<file path="src/rtl/parity_link_pkg.sv">
// parity_link_pkg: shared definitions for the odd-parity serial link (rx and tx).
//   IDLE..STOP     3-bit receiver/transmitter state encodings
//   PARITY_ODD_DEF default parity sense (1 = odd)
//   par_gen()      parity bit the transmitter appends to a data word
package parity_link_pkg;
  localparam logic [2:0] IDLE   = 3'd0;
  localparam logic [2:0] START  = 3'd1;
  localparam logic [2:0] DATA   = 3'd2;
  localparam logic [2:0] PARITY = 3'd3;
  localparam logic [2:0] STOP   = 3'd4;
  localparam bit PARITY_ODD_DEF = 1'b1;
  // Zero-extension does not change a reduction XOR, so words up to 64 bits share this.
  function automatic logic par_gen(input logic [63:0] data);
    return ~^data;
  endfunction
endpackage

</file>
<file path="src/rtl/sync_2ff.sv">
// sync_2ff: two-flop synchroniser for a single asynchronous level.
//   clk    in  destination clock
//   rst_n  in  asynchronous active-low reset; both flops load RST_VAL
//   d_i    in  asynchronous input
//   q_o    out synchronised output
module sync_2ff #(
  parameter logic RST_VAL = 1'b1
) (
  input  logic clk,
  input  logic rst_n,
  input  logic d_i,
  output logic q_o
);
  logic meta_q;
  always_ff @(posedge clk or negedge rst_n)
    if (!rst_n) {q_o, meta_q} <= {RST_VAL, RST_VAL};
    else        {q_o, meta_q} <= {meta_q, d_i};
endmodule

</file>
<file path="src/rtl/parity_serial_rx.sv">
// parity_serial_rx: deserialises start/data(LSB first)/parity/stop frames and checks them.
//   clk           in  clock
//   rst_n         in  asynchronous active-low reset
//   rx_i          in  serial line, idle high, asynchronous
//   data_o        out last received word, held until next valid_o
//   valid_o       out one-cycle strobe: data_o and error flags updated
//   parity_err_o  out parity mismatch (qualified by valid_o)
//   frame_err_o   out stop bit sampled low (qualified by valid_o)
//   busy_o        out receiver not idle
module parity_serial_rx
  import parity_link_pkg::*;
#(
  parameter int DATA_W       = 8,
  parameter int CLKS_PER_BIT = 16,
  parameter bit PARITY_ODD   = PARITY_ODD_DEF
) (
  input  logic              clk,
  input  logic              rst_n,
  input  logic              rx_i,
  output logic [DATA_W-1:0] data_o,
  output logic              valid_o,
  output logic              parity_err_o,
  output logic              frame_err_o,
  output logic              busy_o
);
  localparam int HB = CLKS_PER_BIT / 2;
  localparam int CW = $clog2(CLKS_PER_BIT);
  localparam int IW = $clog2(DATA_W + 1);

  logic              rx_s;
  logic [2:0]        state_q, state_d;
  logic [CW-1:0]     cnt_q;
  logic [IW-1:0]     idx_q;
  logic [DATA_W-1:0] shreg_q, data_q;
  logic              par_q, stop_q, stop_seen_q;
  logic              valid_q, perr_q, ferr_q;
  logic              half_end, bit_end, last_bit, done;

  sync_2ff #(.RST_VAL(1'b1)) u_sync (
    .clk   (clk),
    .rst_n (rst_n),
    .d_i   (rx_i),
    .q_o   (rx_s)
  );

  assign half_end = cnt_q == CW'(HB - 1);
  assign bit_end  = cnt_q == CW'(CLKS_PER_BIT - 1);
  assign last_bit = idx_q == IW'(DATA_W - 1);

  always_ff @(posedge clk or negedge rst_n)
    if (!rst_n) state_q <= IDLE;
    else        state_q <= state_d;

  always_comb begin
    state_d = state_q;
    case (state_q)
      IDLE:    state_d = rx_s ? IDLE : START;
      START:   state_d = !half_end ? START : (rx_s ? IDLE : DATA);
      DATA:    state_d = (bit_end && last_bit) ? PARITY : DATA;
      PARITY:  state_d = bit_end ? STOP : PARITY;
      STOP:    state_d = stop_seen_q ? IDLE : STOP;
      default: state_d = IDLE;
    endcase
  end

  // The frame is delivered one cycle after the mid-stop sample, leaving STOP on the same edge.
  always_comb begin
    busy_o = state_q != IDLE;
    done   = (state_q == STOP) && stop_seen_q;
  end

  always_ff @(posedge clk or negedge rst_n)
    if (!rst_n) begin
      cnt_q       <= '0;
      idx_q       <= '0;
      shreg_q     <= '0;
      par_q       <= 1'b0;
      stop_q      <= 1'b0;
      stop_seen_q <= 1'b0;
      data_q      <= '0;
      valid_q     <= 1'b0;
      perr_q      <= 1'b0;
      ferr_q      <= 1'b0;
    end else begin
      cnt_q       <= (state_q == IDLE || (state_q == START && half_end) || bit_end) ? '0 : cnt_q + CW'(1);
      idx_q       <= (state_q != DATA) ? '0 : (bit_end ? idx_q + IW'(1) : idx_q);
      stop_seen_q <= (state_q == STOP) && !stop_seen_q && bit_end;
      valid_q     <= done;
      if (state_q == DATA && bit_end)
        for (int i = 0; i < DATA_W; i++)
          if (idx_q == IW'(i)) shreg_q[i] <= rx_s;
      if (state_q == PARITY && bit_end) par_q <= rx_s;
      if (state_q == STOP && !stop_seen_q && bit_end) stop_q <= rx_s;
      if (done) begin
        data_q <= shreg_q;
        perr_q <= (^shreg_q ^ par_q) != PARITY_ODD;
        ferr_q <= ~stop_q;
      end
    end

  assign data_o       = data_q;
  assign valid_o      = valid_q;
  assign parity_err_o = perr_q;
  assign frame_err_o  = ferr_q;
endmodule

</file>
<file path="config.mk">
export PLATFORM = sky130hd
export DESIGN_NAME = parity_serial_rx
export DESIGN_NICKNAME = d
export VERILOG_FILES = /design/src/rtl/parity_link_pkg.sv /design/src/rtl/sync_2ff.sv /design/src/rtl/parity_serial_rx.sv
export SDC_FILE = /design/constraint.sdc
export NUM_CORES = 1
export LEC_CHECK = 0
export ABC_AREA = 1
export BUFFER_PORTS_ARGS = -buffer_cell sky130_fd_sc_hd__buf_4
export CAP_MARGIN = 10
export CORE_MARGIN = 2
export CORE_UTILIZATION = 28
export DETAILED_ROUTE_END_ITERATION = 8
export PLACE_DENSITY_LB_ADDON = 0.08
export SYNTH_ARGS = -nofsm -noshare
export SYNTH_HDL_FRONTEND = slang
export SYNTH_SLANG_ARGS = --single-unit
</file>
<file path="constraint.sdc">
create_clock -name clk -period 2.9 [get_ports clk]
set_clock_uncertainty 0.15 [all_clocks]
set_input_delay 0.29 -clock clk [delete_from_list [all_inputs] [get_ports clk]]
set_output_delay 0.29 -clock clk [all_outputs]
set_load 0.05 [all_outputs]
</file>
### Word-level counts from Yosys, hierarchy flattened

Index checks and enable logic that the tools add are counted.

* flip-flop bits (word level): 35
* bits in latches: 0
* bits in writable memories: 0
* bits in read-only memories: 0
* input port bits: 3
* output and inout port bits: 12
* memories kept: 0

* add/subtract/negate cells: 2
* multipliers: 0
* div/mod/pow operators: 0
* $lt $le $gt $ge: 0
* equal/unequal tests: 14
* shift-type cells: 0
* mux-type cells: 10
* bitwise gates (word level): 3
* reductions and logical operators: 23

Operators with widths (number)
* $eq 4x3->1 const B: 5
* $reduce_and 2->1: 8
* $pmux 3 s5: 1
* $mux 4: 3
* $add 4x1->4 const B: 2
* $eq 4x2->1 const B: 2
* $reduce_xor 8->1: 1
* $logic_and 1x1->1: 7
* $eq 3x2->1 const B: 2
* $mux 3: 2
* $eq 4x1->1 const B: 1
* $eq 4x4->1 const B: 1
* $logic_not 4->1: 1
* $mux 2: 2
* $eq 3x1->1 const B: 1
* $eq 3x3->1 const B: 1
* $logic_not 3->1: 1
* $ne 3x2->1 const B: 1
* $reduce_bool 3->1: 1
* $logic_or 1x1->1: 2
* $mux 1: 2
* $not 1->1: 2
* $reduce_bool 2->1: 1
* $logic_not 1->1: 1
* $xor 1x1->1: 1

### Depth between registers and ports, before layout

Gate-level depths: netlist of the first run.

* depth in word-level cells: 5
* mapped depth: 10
* mapped depth without buffers: 10

### By module

A second synthesis of the first run with hierarchy kept.

* cells, all modules: 183
* area, all modules: 1596.5 um^2

Modules (own cells, without submodules)
* parity_serial_rx: times used 1, cells each 181, area an instance 1544.0 um^2
* sync_2ff: times used 1, cells each 2, area an instance 52.6 um^2

### Worst setup path before layout of the first run

No wires, ideal clock.

* path type: reg-to-reg
* start: register state_q[0]
* end: register cnt_q[3]
* data arrival time: 1.285 ns
* data required time: 2.630 ns
* path slack: 1.346 ns
* stages on the path, launching flop included: 7
* buffers on the path: 0
* clock period less this slack: 1.554 ns
* path through: dfrtp_1 nor2_1 nand2_1 inv_1 nor2_1 nand2_1 nor2_1

* longest elaborated chain between the ends: 5
* elaborated cells between the ends (all ways): 6
* classes of those cells: eq/ne (1); mux (1); reduce/logical (4)

RTL lines
* start: declaration: RTL line parity_serial_rx.sv:31 `logic [2:0] state_q, state_d;`
* start signal: assignment: RTL line parity_serial_rx.sv:52 `else state_q <= state_d;`
* $eq 3x1->1: RTL line parity_serial_rx.sv:85 `cnt_q <= (state_q == IDLE || (state_q == START && half_end) || bit_end) ? '0 : cnt_q + CW'(1);`
* $logic_and 1x1->1: RTL line parity_serial_rx.sv:85
* $logic_or 1x1->1 (*) (2 in series): RTL line parity_serial_rx.sv:85
* $mux 4 (*): RTL line parity_serial_rx.sv:85
* end signal: assignment: RTL line parity_serial_rx.sv:85
* end: declaration: RTL line parity_serial_rx.sv:32 `logic [CW-1:0] cnt_q;`

Every way passes the cells marked *; elsewhere a longest branch is shown, timed or not.
A chain may end at the register's enable or synchronous reset.

### Worst setup path in the final report of the first run

* start: register state_q[0]
* end: output busy_o

* longest elaborated chain between the ends: 1

RTL lines
* $reduce_bool 3->1: RTL line parity_serial_rx.sv:68 `busy_o = state_q != IDLE;`
* end: declaration: RTL line parity_serial_rx.sv:24 `output logic busy_o`

No other way between the ends.

==> results.toml, run 1 <==
[floorplanning]
die_height_microns = 80.0
start_util_pct = 29.2
fp.dieArea_sq_um = 6390
core-area_sq_um = 5540
ios = 15
die_w_microns = 80.0
rows = 27

[placement]
place_congestion = 0.857
hpwl_microns = 2200
io_buffers = 14

[logic_synthesis]
synth_area_leaders = "dfrtp_1, nand2_1, inv_1"
yosysWarnings = 0
synth_edf_count = 0
synth_ff_type = "dfrtp_1"
async_reset_ff_share_pct = 100
synth_cell_types = 25
syn_inst = 183
synth_nets = 191
yosysSeqAreaShare_pct = 54.4
synth_area_leader_cell = "dfrtp_1"
yosys.area.top_type_share_pct = 51.1
ys_ff_latch = 35
syn_area_per_cell_sq_um = 8.83
syn-cell-area_sq_um = 1620

[sta]
slew_violations = 0
slew_headroom_pct = 70.1
fin_setup_tns_ns = 0
hold_viol_final = 0
setup_viol = 0
tightest_slew_ns = 0.448
holdWs_ns = 0.212
post-route-period-util_pct = 60.1
timing.fmax_ghz = 0.574
rsz0062_at_grt = "false"
period_needed_ns = 1.74

[hold_path]
hold_end = "u_sync.q_o"
min_path_cells = 0
hold_path_class = "flip-flop to flip-flop"
min-delay-start = "u_sync.meta_q"

[clock_tree]
cts_tree = "built"
numCtsBuffers = 5
cts_sinks = 35
cts_setup_buffers = 0
clockBufferDepth = 2
root_buffer = "clkbuf_8"
cts.htree.levels = 2
hold_buffers = 2
clkLatencyLatePin_ns = 0.28
path_clk_slew_ns = 0.07
ctsResizeCount = 0

[route]
first_pass_iters = 4
wl_per_cell_microns = 10.7
drc = 0
drtAntennaViolNets = 0
viasPerCell = 4.29
routed_wl_microns = 2970
drtIter0Drc = 40
num_vias = 1193

[cells_and_area]
fin_util_pct = 34.3
antenna_cells = 0
area_growth_pct = 17.7
fill_cells = 586
drive_gt1_share_pct = 14.6
final_net_count = 213

[setup_path]
slowest_delay_ns = 0.45
r2r_slack_ns = 1.26
reg2reg_from = "cnt_q[0]"
cp.required_ns = 2.46
crit_buf_inv = 1
worstPathArrival_ns = 1.30
worstPathCellList = "nor2_1 > nand2_1 > buf_4"
end_kind = "output port"
critPathKind = "flip-flop to output port"
worst_r2r_endpoint = "shreg_q[6]"
crit_family = "flip-flops"
crit_fanout = 5
critPathLaunchType = "flip-flop"
cp.depth = 3
slowest_stage = "dfrtp_1"
worstRegToRegCells = 8

[run]
cap_violations = 0

[pwr]
ir_worst_vdd_mv = 0.259
power.switching_w = 0.000350
p_leak_nw = 0.912
netSwitchingFraction_pct = 31.3
power.density_nw_per_um2 = 587
power_frac_clock_pct = 30.3
comb_power_share_pct = 19.1
seqPwrFrac_pct = 50.6
p_int_w = 0.000766

[global_routing]
grt_pass1_vias = 1160
grt_pass1_wl_microns = 5310
grt_max_degree = 36
antenna_found_initial = 0
gr-usage-all-layers_pct = 10.9
grt-ovfl-total = 0

[outcome]
status = "finished clean"
==> power groups by stage <==
stage / logic [W] / clock network [W] / registers (W)
after global routing: 0.000245 / 0.000377 / 0.000570
final: 0.000213 / 0.000338 / 0.000565
after CTS: 0.000218 / 0.000359 / 0.000564
after global placement: 0.000213 / 0 / 0.000571
after floorplan: 0.000162 / 0 / 0.000565
after detailed placement: 0.000215 / 0 / 0.000574
==> area by class of cell <==
cell class,instances,area (sq um),share of cell area [%]
clock buffer,7,76.3,4.02
clock inverter,1,5.00,0.263
inverter,26,97.6,5.13
multi-input combinational,121,628,33.0
sequential,35,878,46.2
tap,72,90.1,4.74
timing repair buffer,16,125,6.58
==> sequential cells by signal, indices dropped and copies added (netlist names) <==
register       flops
idx_q              4
frame_err_o        1
shreg_q            8
stop_seen_q        1
valid_o            1
u_sync.q_o         1
par_q              1
state_q            3
stop_q             1
u_sync.meta_q      1
cnt_q              4
parity_err_o       1
data_o             8
==> cell usage in the layout, fill, tap and decap left out <==
master	Yosys	layout
clkbuf_8	0	5
dfstp_2	2	2
o211ai_1	1	1
nand3b_1	1	1
nor2_4	2	2
inv_1	24	24
nor2_1	13	13
dfrtp_1	33	33
a31oi_1	1	1
nor3_1	1	1
nor3_4	1	1
inv_2	2	2
clkbuf_1	0	2
dlygate4sd3_1	0	2
xor2_1	2	2
nand3_2	1	1
nor3b_1	1	1
a21oi_1	4	4
buf_4	0	14
nor2_2	1	1
ha_1	5	5
nor4_1	1	1
nor2_8	1	1
clkinv_2	0	1
o21ai_1	7	7
nand4_1	1	1
o21ai_0	12	12
nand2_1	50	50
nand3_1	15	15
==> metrics by stage <==
stage                     total power, W  setup slack (ns)  area [sq um]  cells
after floorplan                 0.000726              1.35          1620    183
after global placement          0.000784              1.31          1800    268
final                            0.00112              1.16          1900    278
after detailed placement        0.000789              1.27          1800    268
after CTS                        0.00114              1.15          1900    278
after global routing             0.00119              1.02          1900    278
==> worst max path at each step <==
stage / startpoint / end / slack [ns]
6_report: state_q[0] / busy_o / 1.16
5_1_grt: state_q[0] / busy_o / 1.02
4_1_cts: state_q[0] / busy_o / 1.15
3_5_place_dp: cnt_q[0] / shreg_q[6] / 1.27
3_3_place_gp: cnt_q[0] / shreg_q[6] / 1.31
2_1_floorplan: state_q[0] / cnt_q[3] / 1.35
==> cell families (layout without fill, tap and decap cells) <==
| kind of cell | Yosys count | in the layout | synth area share (%) |
|---|---|---|---|
| fa+ha+maj | 5 | 5 | 3.87 |
| compound gates | 25 | 25 | 7.98 |
| flops | 35 | 35 | 54.4 |
| xor+xnor | 2 | 2 | 1.08 |
| simple gates | 89 | 89 | 25.9 |
| buf+inv | 27 | 50 | 6.74 |
==> synthesized netlist by cell type (2+ instances only) <==
master / n
a21oi_1: 4
dfrtp_1: 33
dfstp_2: 2
ha_1: 5
inv_1: 24
inv_2: 2
nand2_1: 50
nand3_1: 15
nor2_1: 13
nor2_4: 2
o21ai_0: 12
o21ai_1: 7
xor2_1: 2
==> worst reg2reg max path, cell delays in order, from the launching register on <==
cell,delay (ns)
dfrtp_1,0.38
ha_1,0.20
nand2_1,0.12
nor2_4,0.13
inv_2,0.12
nor2_8,0.16
nand3_1,0.12
nand2_1,0.08
o21ai_1,0.06
==> metal layers <==
metal,vias up,global-route usage (%),part of all wire (%)
met4,0,5.76,2.5
met1,538,12.8,47
met3,9,3.17,3.8
met2,20,17.8,46
li1,626,-,-
met5,-,0,0
Power figures use the tool's default switching activity.
==> run 2: changes to the inputs <==
==> constraint.sdc (replaced) <==
create_clock -name clk -period 1.5 [get_ports clk]
set_clock_uncertainty 0.15 [all_clocks]
set_input_delay 0.15 -clock clk [delete_from_list [all_inputs] [get_ports clk]]
set_output_delay 0.15 -clock clk [all_outputs]
set_load 0.05 [all_outputs]
==> results.toml, run 2 (synthesized netlist as in run 1, its figures left out) <==
[outcome]
status = "complete, but fails checks"
failed_checks = "negative setup slack"

[floorplanning]
rows = 27
ios = 15
fp.dieArea_sq_um = 6390
core-area_sq_um = 5540
die_w_microns = 80.0
die_height_microns = 80.0
start_util_pct = 29.2

[pwr]
ir_worst_vdd_mv = 0.652
p_leak_nw = 0.968
power.density_nw_per_um2 = 1120

[route]
drtIter0Drc = 54
drtAntennaViolNets = 0
routed_wl_microns = 3130
drc = 0
first_pass_iters = 4
viasPerCell = 4.32
wl_per_cell_microns = 10.9
num_vias = 1236

[placement]
place_congestion = 0.805
dpl_cell_area_sq_um = 1850
dp_cells = 273
hpwl_microns = 2260
io_buffers = 14

[setup_path]
crit_family = "simple AND/OR/NAND/NOR gates"
crit_fanout = 7
slowest_delay_ns = 0.36
end_kind = "flip-flop"
r2r_slack_ns = -0.01
slowest_stage = "dfrtp_1"
cp.required_ns = 1.51
worstPathArrival_ns = 1.53
crit_buf_inv = 1
worstPathCellList = "ha_2 > nand2_2 > nor2_4 > inv_4 > nor2_8 > nand3_1 > nand2_1 > o21ai_1"
critPathKind = "flip-flop to flip-flop"
critPathLaunchType = "flip-flop"

[clock_tree]
clockBufferDepth = 2
clkLatencyLatePin_ns = 0.28
path_clk_slew_ns = 0.07
root_buffer = "clkbuf_8"
cts_tree = "built"
cts.htree.levels = 2
numCtsBuffers = 5
cts_sinks = 35

[global_routing]
use_met2_pct = 18.6
grt.met1_usage_pct = 13.1
grt_pass1_wl_microns = 5500
grt_pass1_vias = 1201
grt-ovfl-total = 0
antenna_found_initial = 0
met3_usage_pct = 3.73
grt-busiest-layer = "met2"
gr-usage-all-layers_pct = 11.2
grt_max_degree = 36

[sta]
timing.fmax_ghz = 0.661
slew_violations = 0
rsz0062_at_grt = "true"
setup_viol = 2
post-route-period-util_pct = 101
worst_slack_ns = -0.0129
slew_headroom_pct = 70.4
period_needed_ns = 1.51
hold_viol_final = 0
tightest_slew_ns = 0.444

[cells_and_area]
design_area_sq_um = 2060
area_growth_pct = 27.4
final_net_count = 222
fin_cells = 286
antenna_cells = 0
fill_cells = 559
layout_common_cells = "nand2_1, dfrtp_1, inv_1"
drive_gt1_share_pct = 26.6
final_common_cell = "nand2_1"

[run]
cap_violations = 0

[hold_path]
hold_path_class = "primary input to async pin"
## run 2: cell types whose count changed in the layout (fill, tap and decap cells not counted), sizes merged
cell,change
buf,+9
clkbuf,-1
## run 2: per-stage QoR
stage	setup TNS [ns]	hold WS (ns)	util [%]	setup WS, ns	total power, W
2_1_floorplan	0	-0.296	-	0.0440	0.00141
3_3_place_gp	-0.0859	-0.0194	33.4	-0.0453	0.00156
3_5_place_dp	-0.362	-0.0115	33.4	-0.0822	0.00157
4_1_cts	0	0.207	36.1	0.0000170	0.00232
5_1_grt	-0.981	0.213	37.2	-0.0994	0.00246
6_report	-0.0193	0.206	37.2	-0.0129	0.00231
## run 2: path summary, 6_finish.rpt
path,from,endpoint,depth (start not counted)
worst max-delay path,cnt_q[1],shreg_q[2],8
worst min-delay path,rst_n,data_o[7],2
worst max register to register,cnt_q[1],shreg_q[2],8
worst min register to register,u_sync.meta_q,u_sync.q_o,0
max in group asynchronous,rst_n,u_sync.meta_q,2
min in group clk,u_sync.meta_q,u_sync.q_o,0
## run 2: power breakdown
| group | total (W) | switching [W] | internal (W) |
|---|---|---|---|
| combinational | 0.000514 | 0.000303 | 0.000211 |
| sequential | 0.00111 | 0.0000847 | 0.00102 |
| clock | 0.000693 | 0.000333 | 0.000360 |
## run 2: cell type report
cell class	count	area, sq um	share of cell area (%)
multi-input cells	121	691	33.6
clock inverters	1	5.00	0.243
clock buffers	6	82.6	4.01
well taps	72	90.1	4.38
repair buffers	25	209	10.2
inverters	26	100	4.86
flip-flops and latches	35	881	42.8
## run 2: routing by layer
layer | part of all wire (%) | wire length, microns
met4 | 1.7 | 53
met3 | 3.8 | 119
met5 | 0 | 0
met2 | 48 | 1500
met1 | 47 | 1460
## run 2: what timing repair did
action,in CTS,in global routing
pin swaps,3,7
gates cloned,0,0
hold buffers,2,0
setup buffers,1,3
resized for setup,9,10
hold endpoints to repair,34,0
endpoints found under the setup margin,15,16
## run 2: worst register-to-register path: stages, from the launching register on
cell and delay, ns:
dfrtp_1 0.36, ha_2 0.19, nand2_2 0.08, nor2_4 0.12
inv_4 0.08, nor2_8 0.17, nand3_1 0.12, nand2_1 0.08
o21ai_1 0.05
==> run 3: changes to the inputs <==
--- a/config.mk
+++ b/config.mk
@@ -5,7 +5,6 @@
 export SDC_FILE = /design/constraint.sdc
 export NUM_CORES = 1
 export LEC_CHECK = 0
-export ABC_AREA = 1
 export BUFFER_PORTS_ARGS = -buffer_cell sky130_fd_sc_hd__buf_4
 export CAP_MARGIN = 10
 export CORE_MARGIN = 2
==> results.toml, run 3 <==
[outcome]
status = "complete, but fails checks"
failed_checks = "negative setup slack"

[global_routing]
antenna_found_initial = 0
grt_pass1_vias = 1173
grt_pass1_wl_microns = 5930
gr-usage-all-layers_pct = 12.5
grt-ovfl-total = 0
grt_max_degree = 36

[setup_path]
worst_r2r_endpoint = "shreg_q[6]"
crit_fanout = 3
worstPathArrival_ns = 1.57
reg2reg_from = "state_q[0]"
r2r_slack_ns = -0.32
critPathKind = "flip-flop to output port"
cp.required_ns = 1.20
critPathLaunchType = "flip-flop"
worstRegToRegCells = 4
end_kind = "output port"

[cells_and_area]
fill_cells = 522
final_common_cell = "buf_4"
antenna_cells = 0
drive_gt1_share_pct = 51.4
final_net_count = 188
layout_common_cells = "buf_4, dfrtp_1, mux2_4"
area_growth_pct = 46.6

[floorplanning]
start_util_pct = 28.9
core-area_sq_um = 5510
rows = 27
ios = 15
fp.dieArea_sq_um = 6300
die_w_microns = 79.4
die_height_microns = 79.4

[pwr]
ir_worst_vdd_mv = 0.638
p_leak_nw = 1.10
power.total_w = 0.00289
power.density_nw_per_um2 = 1240

[sta]
timing.fmax_ghz = 0.534
slew_violations = 0
setup_viol = 28
tightest_slew_ns = 0.465
slew_headroom_pct = 69.0
rsz0062_at_grt = "true"
holdWs_ns = 0.203
period_needed_ns = 1.87
hold_viol_final = 0
post-route-period-util_pct = 125
worst_slack_ns = -0.374

[logic_synthesis]
ys_ff_latch = 35
synth_area_leaders = "dfrtp_1, mux2_2, nand2_1"
yosys.area.top_type_share_pct = 51.9
syn_inst = 126
synth_ff_type = "dfrtp_1"
async_reset_ff_share_pct = 100
netlist_top_cells_count = "dfrtp_1, nand2_1, mux2_2, nor2_1"
synth_nets = 134
synth_edf_count = 0
synth_cell_types = 34
syn-cell-area_sq_um = 1590
yosysMostFrequentCell = "dfrtp_1"
yosysSeqAreaShare_pct = 55.2
syn_area_per_cell_sq_um = 12.6
yosysWarnings = 0
synth_area_leader_cell = "dfrtp_1"

[clock_tree]
clockBufferDepth = 2
numCtsBuffers = 5
cts_sinks = 35
clkLatencyLatePin_ns = 0.29
path_clk_slew_ns = 0.07
cts_tree = "built"
root_buffer = "clkbuf_8"
cts.htree.levels = 2

[hold_path]
hold_path_class = "primary input to async pin"

[run]
cap_violations = 0

[route]
first_pass_iters = 4
num_vias = 1115
drtIter0Drc = 47
routed_wl_microns = 3450
viasPerCell = 4.41
wl_per_cell_microns = 13.6
drtAntennaViolNets = 0
drc = 0

[placement]
io_buffers = 14
hpwl_microns = 2090
place_congestion = 0.735
[run 3: what timing repair did]
action                                 4_1_cts  5_1_grt
resized for setup                           41        6
endpoints found under the hold margin       34        0
cloned                                       1        0
pin swaps                                   20        9
setup endpoints to repair                   25       29
hold buffers                                 2        0
setup buffers                               12        3
[run 3: metal layers]
layer / vias to the layer above / part of all wire (%) / global-route usage (%)
met5: - / 0 / 0
met4: 0 / 1.6 / 4.83
met3: 5 / 3.3 / 3.75
met2: 20 / 48 / 19.4
met1: 559 / 47 / 16.4
li1: 531 / - / -
[run 3: cells by family (layout without fill, tap and decap cells)]
kind of cell / count (synthesis) / in the layout / share of synthesized area (%)
AO/OA/AOI/OAI: 8 / 8 / 3.07
flip-flops: 35 / 35 / 55.2
adder cells (fa/ha/maj): 5 / 5 / 3.93
XOR/XNOR: 13 / 13 / 8.03
multiplexers: 17 / 17 / 13.0
AND/OR/NAND/NOR: 42 / 42 / 14.9
buffers and inverters: 6 / 61 / 1.89
[run 3: critical path, stage by stage, from the launching register on]
cell and delay, ns:
dfrtp_1 0.38, buf_4 0.14, buf_6 0.11, buf_6 0.11, or3_4 0.38, buf_8 0.16
[run 3: worst max-delay path by stage]
stage / end / from / slack [ns]
floorplan: shreg_q[4] / state_q[0] / -0.36
global placement: shreg_q[6] / state_q[0] / -0.37
detailed placement: shreg_q[6] / state_q[0] / -0.38
CTS: shreg_q[4] / state_q[0] / -0.37
global route: busy_o / state_q[0] / -0.41
finish: busy_o / state_q[0] / -0.37
[run 3: final cells by class]
type / instances / area [sq um] / area share [%]
inverter: 3 / 16.3 / 0.698
timing repair buffer: 49 / 414 / 17.8
sequential: 35 / 878 / 37.7
timing repair inverter: 1 / 7.51 / 0.322
multi-input combinational: 85 / 833 / 35.7
clock inverter: 1 / 5.00 / 0.215
clock buffer: 7 / 86.3 / 3.70
tap: 72 / 90.1 / 3.86
[run 3: stage by stage]
stage / TNS (ns) / setup WS (ns) / util, % / area, sq um / cells
3_5_place_dp: -4.79 / -0.382 / 34.8 / 1910 / 227
2_1_floorplan: -3.23 / -0.361 / - / 1600 / 126
3_3_place_gp: -4.64 / -0.368 / 34.8 / 1910 / 227
6_report: -5.58 / -0.374 / 42.3 / 2330 / 253
5_1_grt: -7.39 / -0.414 / 42.3 / 2330 / 253
4_1_cts: -3.67 / -0.368 / 41.6 / 2290 / 250
[run 3: where the power goes]
group          internal, W  switching [W]
registers          0.00105      0.0000904
clock network     0.000370       0.000340
logic             0.000584       0.000462
total              0.00200       0.000892
